===== src/rtl/sort_stream_pkg.sv =====
// Shared types and constants for the streaming character/weight sorter.
// Weight is the major ranking key, character the tie-breaker.
package sort_stream_pkg;

  localparam int unsigned CHAR_W_DEF = 4;
  localparam int unsigned WGT_W_DEF  = 5;
  localparam int unsigned KEY_MAX_W  = 32;

  typedef enum logic [1:0] {
    IDLE = 2'd0,
    SORT = 2'd1,
    OUT  = 2'd2
  } state_t;

  typedef struct packed {
    logic [CHAR_W_DEF-1:0] character;
    logic [WGT_W_DEF-1:0]  weight;
  } pair_t;

  // Keys are {weight, character}, so one unsigned compare gives the full ranking.
  function automatic logic ranks_above(input logic [KEY_MAX_W-1:0] key_a,
                                       input logic [KEY_MAX_W-1:0] key_b);
    return key_a > key_b;
  endfunction

endpackage


===== src/rtl/sort_cmp_swap.sv =====
// Combinational compare-exchange cell: routes the higher-ranked pair to hi,
// the other to lo, and flags when the inputs were out of order.
module sort_cmp_swap
  import sort_stream_pkg::*;
#(
  parameter int unsigned CHAR_W = CHAR_W_DEF,
  parameter int unsigned WGT_W  = WGT_W_DEF
) (
  input  logic [CHAR_W-1:0] a_char_i,
  input  logic [WGT_W-1:0]  a_wgt_i,
  input  logic [CHAR_W-1:0] b_char_i,
  input  logic [WGT_W-1:0]  b_wgt_i,
  output logic [CHAR_W-1:0] hi_char_o,
  output logic [WGT_W-1:0]  hi_wgt_o,
  output logic [CHAR_W-1:0] lo_char_o,
  output logic [WGT_W-1:0]  lo_wgt_o,
  output logic              swapped_o
);

  logic [KEY_MAX_W-1:0] key_a;
  logic [KEY_MAX_W-1:0] key_b;

  assign key_a     = KEY_MAX_W'({a_wgt_i, a_char_i});
  assign key_b     = KEY_MAX_W'({b_wgt_i, b_char_i});
  assign swapped_o = ranks_above(key_b, key_a);

  assign hi_char_o = swapped_o ? b_char_i : a_char_i;
  assign hi_wgt_o  = swapped_o ? b_wgt_i  : a_wgt_i;
  assign lo_char_o = swapped_o ? a_char_i : b_char_i;
  assign lo_wgt_o  = swapped_o ? a_wgt_i  : b_wgt_i;

endmodule


===== src/rtl/sort_stream_engine.sv =====
// Streaming sorter: loads up to DEPTH pairs, odd-even transposition sorts them
// one pass per cycle, then streams them out descending. Option: SORT_EARLY_EXIT_EN.
module sort_stream_engine
  import sort_stream_pkg::*;
#(
  parameter int unsigned DEPTH  = 8,
  parameter int unsigned CHAR_W = CHAR_W_DEF,
  parameter int unsigned WGT_W  = WGT_W_DEF
) (
  input  logic              clk,
  input  logic              rst_n,
  input  logic              in_valid,
  output logic              in_ready,
  input  logic              in_last,
  input  logic [CHAR_W-1:0] in_character,
  input  logic [WGT_W-1:0]  in_weight,
  output logic              out_valid,
  input  logic              out_ready,
  output logic              out_last,
  output logic [CHAR_W-1:0] out_character,
  output logic [WGT_W-1:0]  out_weight,
  output logic              busy
);

  localparam int unsigned CNT_W  = $clog2(DEPTH + 1);
  localparam int unsigned PASS_W = $clog2(DEPTH);
  localparam int unsigned NCELL  = DEPTH / 2;

  state_t              state_q, state_d;
  logic [CNT_W-1:0]    count_q, count_d;
  logic [CNT_W-1:0]    rd_ptr_q, rd_ptr_d;
  logic [PASS_W-1:0]   pass_q, pass_d;
  logic [CHAR_W-1:0]   chr_q [DEPTH];
  logic [CHAR_W-1:0]   chr_d [DEPTH];
  logic [WGT_W-1:0]    wgt_q [DEPTH];
  logic [WGT_W-1:0]    wgt_d [DEPTH];
`ifdef SORT_EARLY_EXIT_EN
  logic                even_clean_q, even_clean_d;
`endif

  logic                odd_pass;
  logic [CHAR_W-1:0]   a_c  [NCELL];
  logic [WGT_W-1:0]    a_w  [NCELL];
  logic [CHAR_W-1:0]   b_c  [NCELL];
  logic [WGT_W-1:0]    b_w  [NCELL];
  logic [CHAR_W-1:0]   hi_c [NCELL];
  logic [WGT_W-1:0]    hi_w [NCELL];
  logic [CHAR_W-1:0]   lo_c [NCELL];
  logic [WGT_W-1:0]    lo_w [NCELL];
  logic [NCELL-1:0]    cell_sw;
  logic [CHAR_W-1:0]   rd_char;
  logic [WGT_W-1:0]    rd_wgt;

  assign odd_pass = pass_q[0];

  // On odd passes a trailing cell with no partner compares a slot with itself.
  for (genvar k = 0; k < NCELL; k++) begin : g_cell
    localparam int unsigned OA = 2 * k + 1;
    localparam int unsigned OB = (2 * k + 2 < DEPTH) ? 2 * k + 2 : 2 * k + 1;

    assign a_c[k] = odd_pass ? chr_q[OA] : chr_q[2*k];
    assign a_w[k] = odd_pass ? wgt_q[OA] : wgt_q[2*k];
    assign b_c[k] = odd_pass ? chr_q[OB] : chr_q[2*k+1];
    assign b_w[k] = odd_pass ? wgt_q[OB] : wgt_q[2*k+1];

    sort_cmp_swap #(
      .CHAR_W (CHAR_W),
      .WGT_W  (WGT_W)
    ) u_cell (
      .a_char_i  (a_c[k]),
      .a_wgt_i   (a_w[k]),
      .b_char_i  (b_c[k]),
      .b_wgt_i   (b_w[k]),
      .hi_char_o (hi_c[k]),
      .hi_wgt_o  (hi_w[k]),
      .lo_char_o (lo_c[k]),
      .lo_wgt_o  (lo_w[k]),
      .swapped_o (cell_sw[k])
    );
  end

`ifndef SORT_EARLY_EXIT_EN
  logic unused_swap;
  assign unused_swap = |cell_sw;
`endif

  always_comb begin
    rd_char = '0;
    rd_wgt  = '0;
    for (int unsigned i = 0; i < DEPTH; i++) begin
      if (rd_ptr_q == CNT_W'(i)) begin
        rd_char = chr_q[i];
        rd_wgt  = wgt_q[i];
      end
    end
  end

  assign in_ready      = (state_q == IDLE);
  assign busy          = (state_q != IDLE);
  assign out_valid     = (state_q == OUT);
  assign out_last      = out_valid && (rd_ptr_q == count_q - CNT_W'(1));
  assign out_character = out_valid ? rd_char : '0;
  assign out_weight    = out_valid ? rd_wgt  : '0;

  always_comb begin
    state_d  = state_q;
    count_d  = count_q;
    rd_ptr_d = rd_ptr_q;
    pass_d   = pass_q;
    chr_d    = chr_q;
    wgt_d    = wgt_q;
`ifdef SORT_EARLY_EXIT_EN
    even_clean_d = even_clean_q;
`endif
    case (state_q)
      IDLE: begin
        if (in_valid) begin
          for (int unsigned i = 0; i < DEPTH; i++) begin
            if (count_q == CNT_W'(i)) begin
              chr_d[i] = in_character;
              wgt_d[i] = in_weight;
            end
          end
          count_d = count_q + CNT_W'(1);
          if (in_last || count_q == CNT_W'(DEPTH - 1)) begin
            state_d = SORT;
            pass_d  = '0;
`ifdef SORT_EARLY_EXIT_EN
            even_clean_d = 1'b0;
`endif
          end
        end
      end
      SORT: begin
        for (int unsigned k = 0; k < NCELL; k++) begin
          if (!odd_pass) begin
            chr_d[2*k]   = hi_c[k];
            wgt_d[2*k]   = hi_w[k];
            chr_d[2*k+1] = lo_c[k];
            wgt_d[2*k+1] = lo_w[k];
          end else if (2 * k + 2 < DEPTH) begin
            chr_d[2*k+1] = hi_c[k];
            wgt_d[2*k+1] = hi_w[k];
            chr_d[2*k+2] = lo_c[k];
            wgt_d[2*k+2] = lo_w[k];
          end
        end
        pass_d = pass_q + PASS_W'(1);
        if (pass_q == PASS_W'(DEPTH - 1)) begin
          state_d  = OUT;
          rd_ptr_d = '0;
          pass_d   = '0;
        end
`ifdef SORT_EARLY_EXIT_EN
        // A clean even pass followed by a clean odd pass means every
        // adjacent pair is already ordered.
        else if (odd_pass && (cell_sw == '0) && even_clean_q) begin
          state_d  = OUT;
          rd_ptr_d = '0;
          pass_d   = '0;
        end
        even_clean_d = !odd_pass && (cell_sw == '0);
`endif
      end
      OUT: begin
        if (out_ready) begin
          if (out_last) begin
            state_d  = IDLE;
            count_d  = '0;
            rd_ptr_d = '0;
            for (int unsigned i = 0; i < DEPTH; i++) begin
              chr_d[i] = '0;
              wgt_d[i] = '0;
            end
          end else begin
            rd_ptr_d = rd_ptr_q + CNT_W'(1);
          end
        end
      end
      default: state_d = IDLE;
    endcase
  end

  always_ff @(posedge clk) begin
    if (!rst_n) begin
      state_q  <= IDLE;
      count_q  <= '0;
      rd_ptr_q <= '0;
      pass_q   <= '0;
      for (int unsigned i = 0; i < DEPTH; i++) begin
        chr_q[i] <= '0;
        wgt_q[i] <= '0;
      end
`ifdef SORT_EARLY_EXIT_EN
      even_clean_q <= 1'b0;
`endif
    end else begin
      state_q  <= state_d;
      count_q  <= count_d;
      rd_ptr_q <= rd_ptr_d;
      pass_q   <= pass_d;
      chr_q    <= chr_d;
      wgt_q    <= wgt_d;
`ifdef SORT_EARLY_EXIT_EN
      even_clean_q <= even_clean_d;
`endif
    end
  end

endmodule


===== config.mk =====
export PLATFORM = sky130hd
export DESIGN_NAME = sort_stream_engine
export DESIGN_NICKNAME = d
export VERILOG_FILES = /design/src/rtl/sort_stream_pkg.sv /design/src/rtl/sort_cmp_swap.sv /design/src/rtl/sort_stream_engine.sv
export SDC_FILE = /design/constraint.sdc
export NUM_CORES = 1
export LEC_CHECK = 0
export CORE_MARGIN = 1
export CORE_UTILIZATION = 35
export DETAILED_ROUTE_END_ITERATION = 6
export GPL_TIMING_DRIVEN = 1
export HOLD_SLACK_MARGIN = 0.06
export PLACE_DENSITY = 0.49
export SYNTH_ARGS = -nofsm -noshare
export SYNTH_HDL_FRONTEND = slang
export SYNTH_HIERARCHICAL = 1
export SYNTH_SLANG_ARGS = --single-unit
export TNS_END_PERCENT = 20

===== constraint.sdc =====
create_clock -name clk -period 4.9 [get_ports clk]
set_input_delay 0.49 -clock clk [delete_from_list [all_inputs] [get_ports clk]]
set_output_delay 0.49 -clock clk [all_outputs]
set_load 0.005 [all_outputs]

==> impl_metrics.ini, run 1 <==
[clock_tree]
insertion_delay_ns = 0.36
htree_levels = 3
path_clk_slew_ns = 0.08
ctsHoldBuffers = 0
post_cts.repair.setup_buffers = 0
cts_buffers = 9
cts_tree = yes
cts-root-buf = clkbuf_16
postCtsResizedCells = 0
clockBufferDepth = 2
clock-sinks = 85

[logic_synthesis]
yosysWarnings = 6
avgSynthCellArea_um2 = 7.74
synth_nets = 1306
syn-cell-area_mm2 = 0.00962
synth_cells = 1242

[critical_path]
end_kind = flop
path_cells = buf_12 -> mux2_2 -> inv_1 -> ha_1 -> and4_1 -> nand3b_4 -> and3_1 -> buf_4 -> o211ai_2 -> mux2i_1 -> o2111ai_1 -> nor3b_1
path_delay_family = simple AND/OR/NAND/NOR gates
r2r_cells = 12
crit_required_ns = 5.17
start_kind = flop
r2r-start = pass_q[0]
startpoint = pass_q[0]
path_max_fanout = 54
path_class = flop to flop
arrival_ns = 4.40
slowest_delay_ns = 0.89
cp.buffers_inverters = 3
regToRegSetupSlack_ns = 0.78
rr_endpoint = wgt_q[11]
slowest_stage = dfxtp_4

[timing]
fin_skew_ns = 0.0111
tightest_slew_ns = 1.18
slew_viol_final = 0
tns_ns = 0
setup_viol = 0
post-route-min-period_ns = 4.12
hold_viol = 0
maxSlewHeadroom_pct = 21.1
finalCritPeriodShare_pct = 84.2
rsz0062_at_grt = no
timing.fmax_ghz = 0.242

[die]
std_cell_rows = 60
start_util_pct = 35.7
chipWidth_um = 168
ios = 27
chipHeight_um = 168
fp.dieArea_mm2 = 0.0281
core_region_area_mm2 = 0.0270

[cells_and_area]
nets = 1238
area_delta_synth_final_pct = 5.79
drive_gt1_share_pct = 13.1
seq_area_mm2 = 0.00171
fillers = 2808
antenna_cells = 0
fin_area_mm2 = 0.0102
multi_input_area_mm2 = 0.00705

[detailed_routing]
dr.first_iter.drc_count = 814
via_per_inst = 6.33
drt_first_pass_iters = 5
route.detailed.drc = 0
ant_nets = 0
wire_per_inst_um = 22.6
wl_um = 34300
num_vias = 9621

[placement]
placed_cell_area_mm2 = 0.00988
place_congestion = 0.848
hpwl_um = 23900
portBuffers = 26

[global_route]
met2_usage_pct = 39.3
antenna_found_initial = 0
grtUsageMet3_pct = 3.10
overflow = 0
grt_max_degree = 120
grt_pass1_vias = 8993
grt_pass1_wl_um = 53700
top_usage_layer = met2
grt_use_met1_pct = 32.0
grt_use_total_pct = 24.3

[job]
maxCapViolCount = 0

[hold_path]
hold-path-cell-count = 2
min_from = wgt_q[38]
whs_endpoint = wgt_q[38]
hold_path_class = flop to flop

[status]
status = complete, no violations
metrics by stage:
step | setup WS [ns] | std cells | utilization [%] | hold WS [ns]
2_1_floorplan | 1.19 | 1242 | - | 0.449
3_3_place_gp | 0.881 | 1504 | 36.7 | 0.472
3_5_place_dp | 0.838 | 1504 | 36.7 | 0.474
4_1_cts | 0.841 | 1520 | 37.7 | 0.486
5_1_grt | 0.462 | 1520 | 37.7 | 0.518
6_report | 0.775 | 1520 | 37.7 | 0.483
worst max path at each step:
stage | end | slack (ns) | cells past startpoint
after floorplan | chr_q[22] | 1.19 | 15
after global placement | wgt_q[6] | 0.88 | 12
after detailed placement | chr_q[10] | 0.84 | 12
after CTS | chr_q[10] | 0.84 | 12
after global routing | chr_q[10] | 0.46 | 12
final | wgt_q[11] | 0.78 | 12
final cells by class:
type	count	share of cell area [%]
clock buffer	9	2.21
clock inverter	7	0.640
inverter	58	2.14
multi-input combinational	969	69.3
sequential	85	16.8
tap	341	4.19
timing repair buffer	51	4.77
metal layers:
metal  routed length, um  vias up
li1                    -     4601
met1               15600     4646
met2               15800      303
met3                1500       71
met4                1470        0
met5                   0        -
cell usage in the layout, fill, tap and decap left out, types with 36 or more instances in the layout:
master	instances
a21oi_1	115
dfxtp_1	84
ha_1	50
inv_1	57
mux2_2	54
mux2i_1	65
nand2_1	100
nand3_1	74
nand4_1	68
nor3b_1	54
o2111ai_1	54
o211ai_2	36
o21ai_0	81
flip-flops by register name, summed over array words and instances, names as in the netlist:
signal	count
b_c	4
b_w	5
pass_q	3
rd_ptr_q	4
wgt_q	35
chr_q	28
count_q	4
state_q	2
worst reg2reg max path: stages (launching register included):
cell	delay, ns
dfxtp_4	0.89
buf_12	0.36
mux2_2	0.42
inv_1	0.07
ha_1	0.23
and4_1	0.35
nand3b_4	0.26
and3_1	0.41
buf_4	0.25
o211ai_2	0.28
mux2i_1	0.11
o2111ai_1	0.20
nor3b_1	0.21
Power of run 1 is left out: the tool's default activity adds up to more than one toggle a clock period on the data nets, which glitch-free logic cannot reach.
==> inputs of run 2 (changes only) <==
- PLACE_DENSITY: 0.49 -> 0.51
- clock period: 4.9 -> 3.62 ns (I/O delays scaled with it)
==> run 2 against run 1 <==
Against the previous run: setup slack worse by 0.61 ns; largest cell class unchanged; the flow now finishes with violations (DRC); via count is 1.9% higher; highest routed layer unchanged; die area stayed put; first-iteration DRC count is 34% higher.
==> impl_metrics.ini, run 2 (synthesized netlist as in run 1, its figures left out) <==
[cells_and_area]
largest_reg_flops = 35
antenna_cells = 0
regMostFlops = wgt_q
drive_gt1_share_pct = 16.4
final_cell_mix = a21oi_1 (115), nand2_1 (100), dfxtp_1 (84)
layout_commonest_cell = a21oi_1
area_delta_synth_final_pct = 10.3
nets = 1282
fin_util_pct = 39.4

[timing]
slew_viol_final = 0
rsz0062_at_grt = no
hold_viol = 0
tns_ns = 0
timing.fmax_ghz = 0.290
maxSlewHeadroom_pct = 48.5
fin_skew_ns = 0.0116
setup_viol = 0
hold_ws_ns = 0.501
post-route-min-period_ns = 3.45
tightest_slew_ns = 0.770
finalCritPeriodShare_pct = 95.4

[hold_path]
whs_endpoint = wgt_q[36]
min_from = wgt_q[36]
hold-path-cell-count = 2
hold_path_class = flop to flop

[clock_tree]
cts_buffers = 9
clock-sinks = 85
htree_levels = 3
cts_tree = yes
path_clk_slew_ns = 0.07
cts-root-buf = clkbuf_16
insertion_delay_ns = 0.36
clockBufferDepth = 2

[detailed_routing]
wire_per_inst_um = 22.3
ant_nets = 0
num_vias = 9800
dr.first_iter.drc_count = 1092
via_per_inst = 6.27
drt_first_pass_iters = 7
wl_um = 34900
route.detailed.drc = 1

[critical_path]
path_max_fanout = 9
rr_endpoint = chr_q[24]
r2r-start = pass_q[0]
start_kind = flop
r2r_cells = 12
end_kind = primary output
arrival_ns = 3.09
regToRegSetupSlack_ns = 0.24
crit_required_ns = 3.26
path_class = flop to primary output

[placement]
hpwl_um = 24700
portBuffers = 26
place_congestion = 0.918

[die]
start_util_pct = 35.7
core_region_area_mm2 = 0.0270
chipHeight_um = 168
fp.dieArea_mm2 = 0.0281
chipWidth_um = 168
std_cell_rows = 60
ios = 27

[global_route]
overflow = 0
grt_use_total_pct = 24.6
antenna_found_initial = 0
grt_pass1_wl_um = 54300
grt_pass1_vias = 8908
grt_max_degree = 72

[job]
maxCapViolCount = 0

[status]
violations = DRC
status = complete, but fails checks
## run 2: cell types whose count changed in the layout (fill, tap and decap cells not counted), sizes merged
cell / previous run / this run
clkbuf: 9 / 11
bufinv: 0 / 2
clkinvlp: 1 / 2
buf: 25 / 69
inv: 63 / 58
## run 2: area by class of cell
| cell class | instances | area (um2) |
|---|---|---|
| Tap cell | 341 | 427 |
| Fill cell | 2784 | 16300 |
| Clock inverter | 5 | 83.8 |
| Multi-Input combinational cell | 969 | 7060 |
| Sequential cell | 85 | 1710 |
| Timing Repair Buffer | 95 | 870 |
| Clock buffer | 11 | 243 |
| Inverter | 58 | 218 |
## run 2: how the worst max path moves through the flow
stage / start / to / slack (ns)
floorplan: pass_q[0] / chr_q[22] / 0.04
global placement: pass_q[0] / chr_q[26] / 0.02
detailed placement: pass_q[0] / wgt_q[27] / 0.05
CTS: pass_q[0] / chr_q[25] / 0.03
global route: pass_q[0] / chr_q[24] / 0.01
finish: rd_ptr_q[0] / out_weight[1] / 0.17
## run 2: layer usage
layer / up-vias / GRT usage, % / wire, um
met2: 341 / 40.0 / 16300
met4: 0 / 8.34 / 988
met5: - / 0 / 0
met1: 4707 / 33.7 / 15900
met3: 60 / 2.53 / 1720
li1: 4692 / - / -
## run 2: timing repair
item	CTS	global route
hold buffers	0	0
gates resized for setup	0	3
hold endpoints to repair	0	0
endpoints found under the setup margin	0	54
buffers inserted	0	6
## run 2: metrics by stage
step / instance area, um2 / cells / setup WS (ns)
floorplan: 9620 / 1242 / 0.0350
global placement: 10200 / 1542 / 0.0179
detailed placement: 10200 / 1542 / 0.0505
CTS: 10500 / 1558 / 0.0309
global route: 10600 / 1564 / 0.0115
finish: 10600 / 1564 / 0.168
## run 2: critical path: stages, from the launching register on
cell and delay, ns:
dfxtp_1 0.46, inv_1 0.12, ha_1 0.23, or3_1 0.47
a21oi_1 0.29, o22a_1 0.23, o22ai_1 0.14, a31oi_1 0.26
clkdlybuf4s50_1 0.54
Power of run 2 is left out for the same reason.
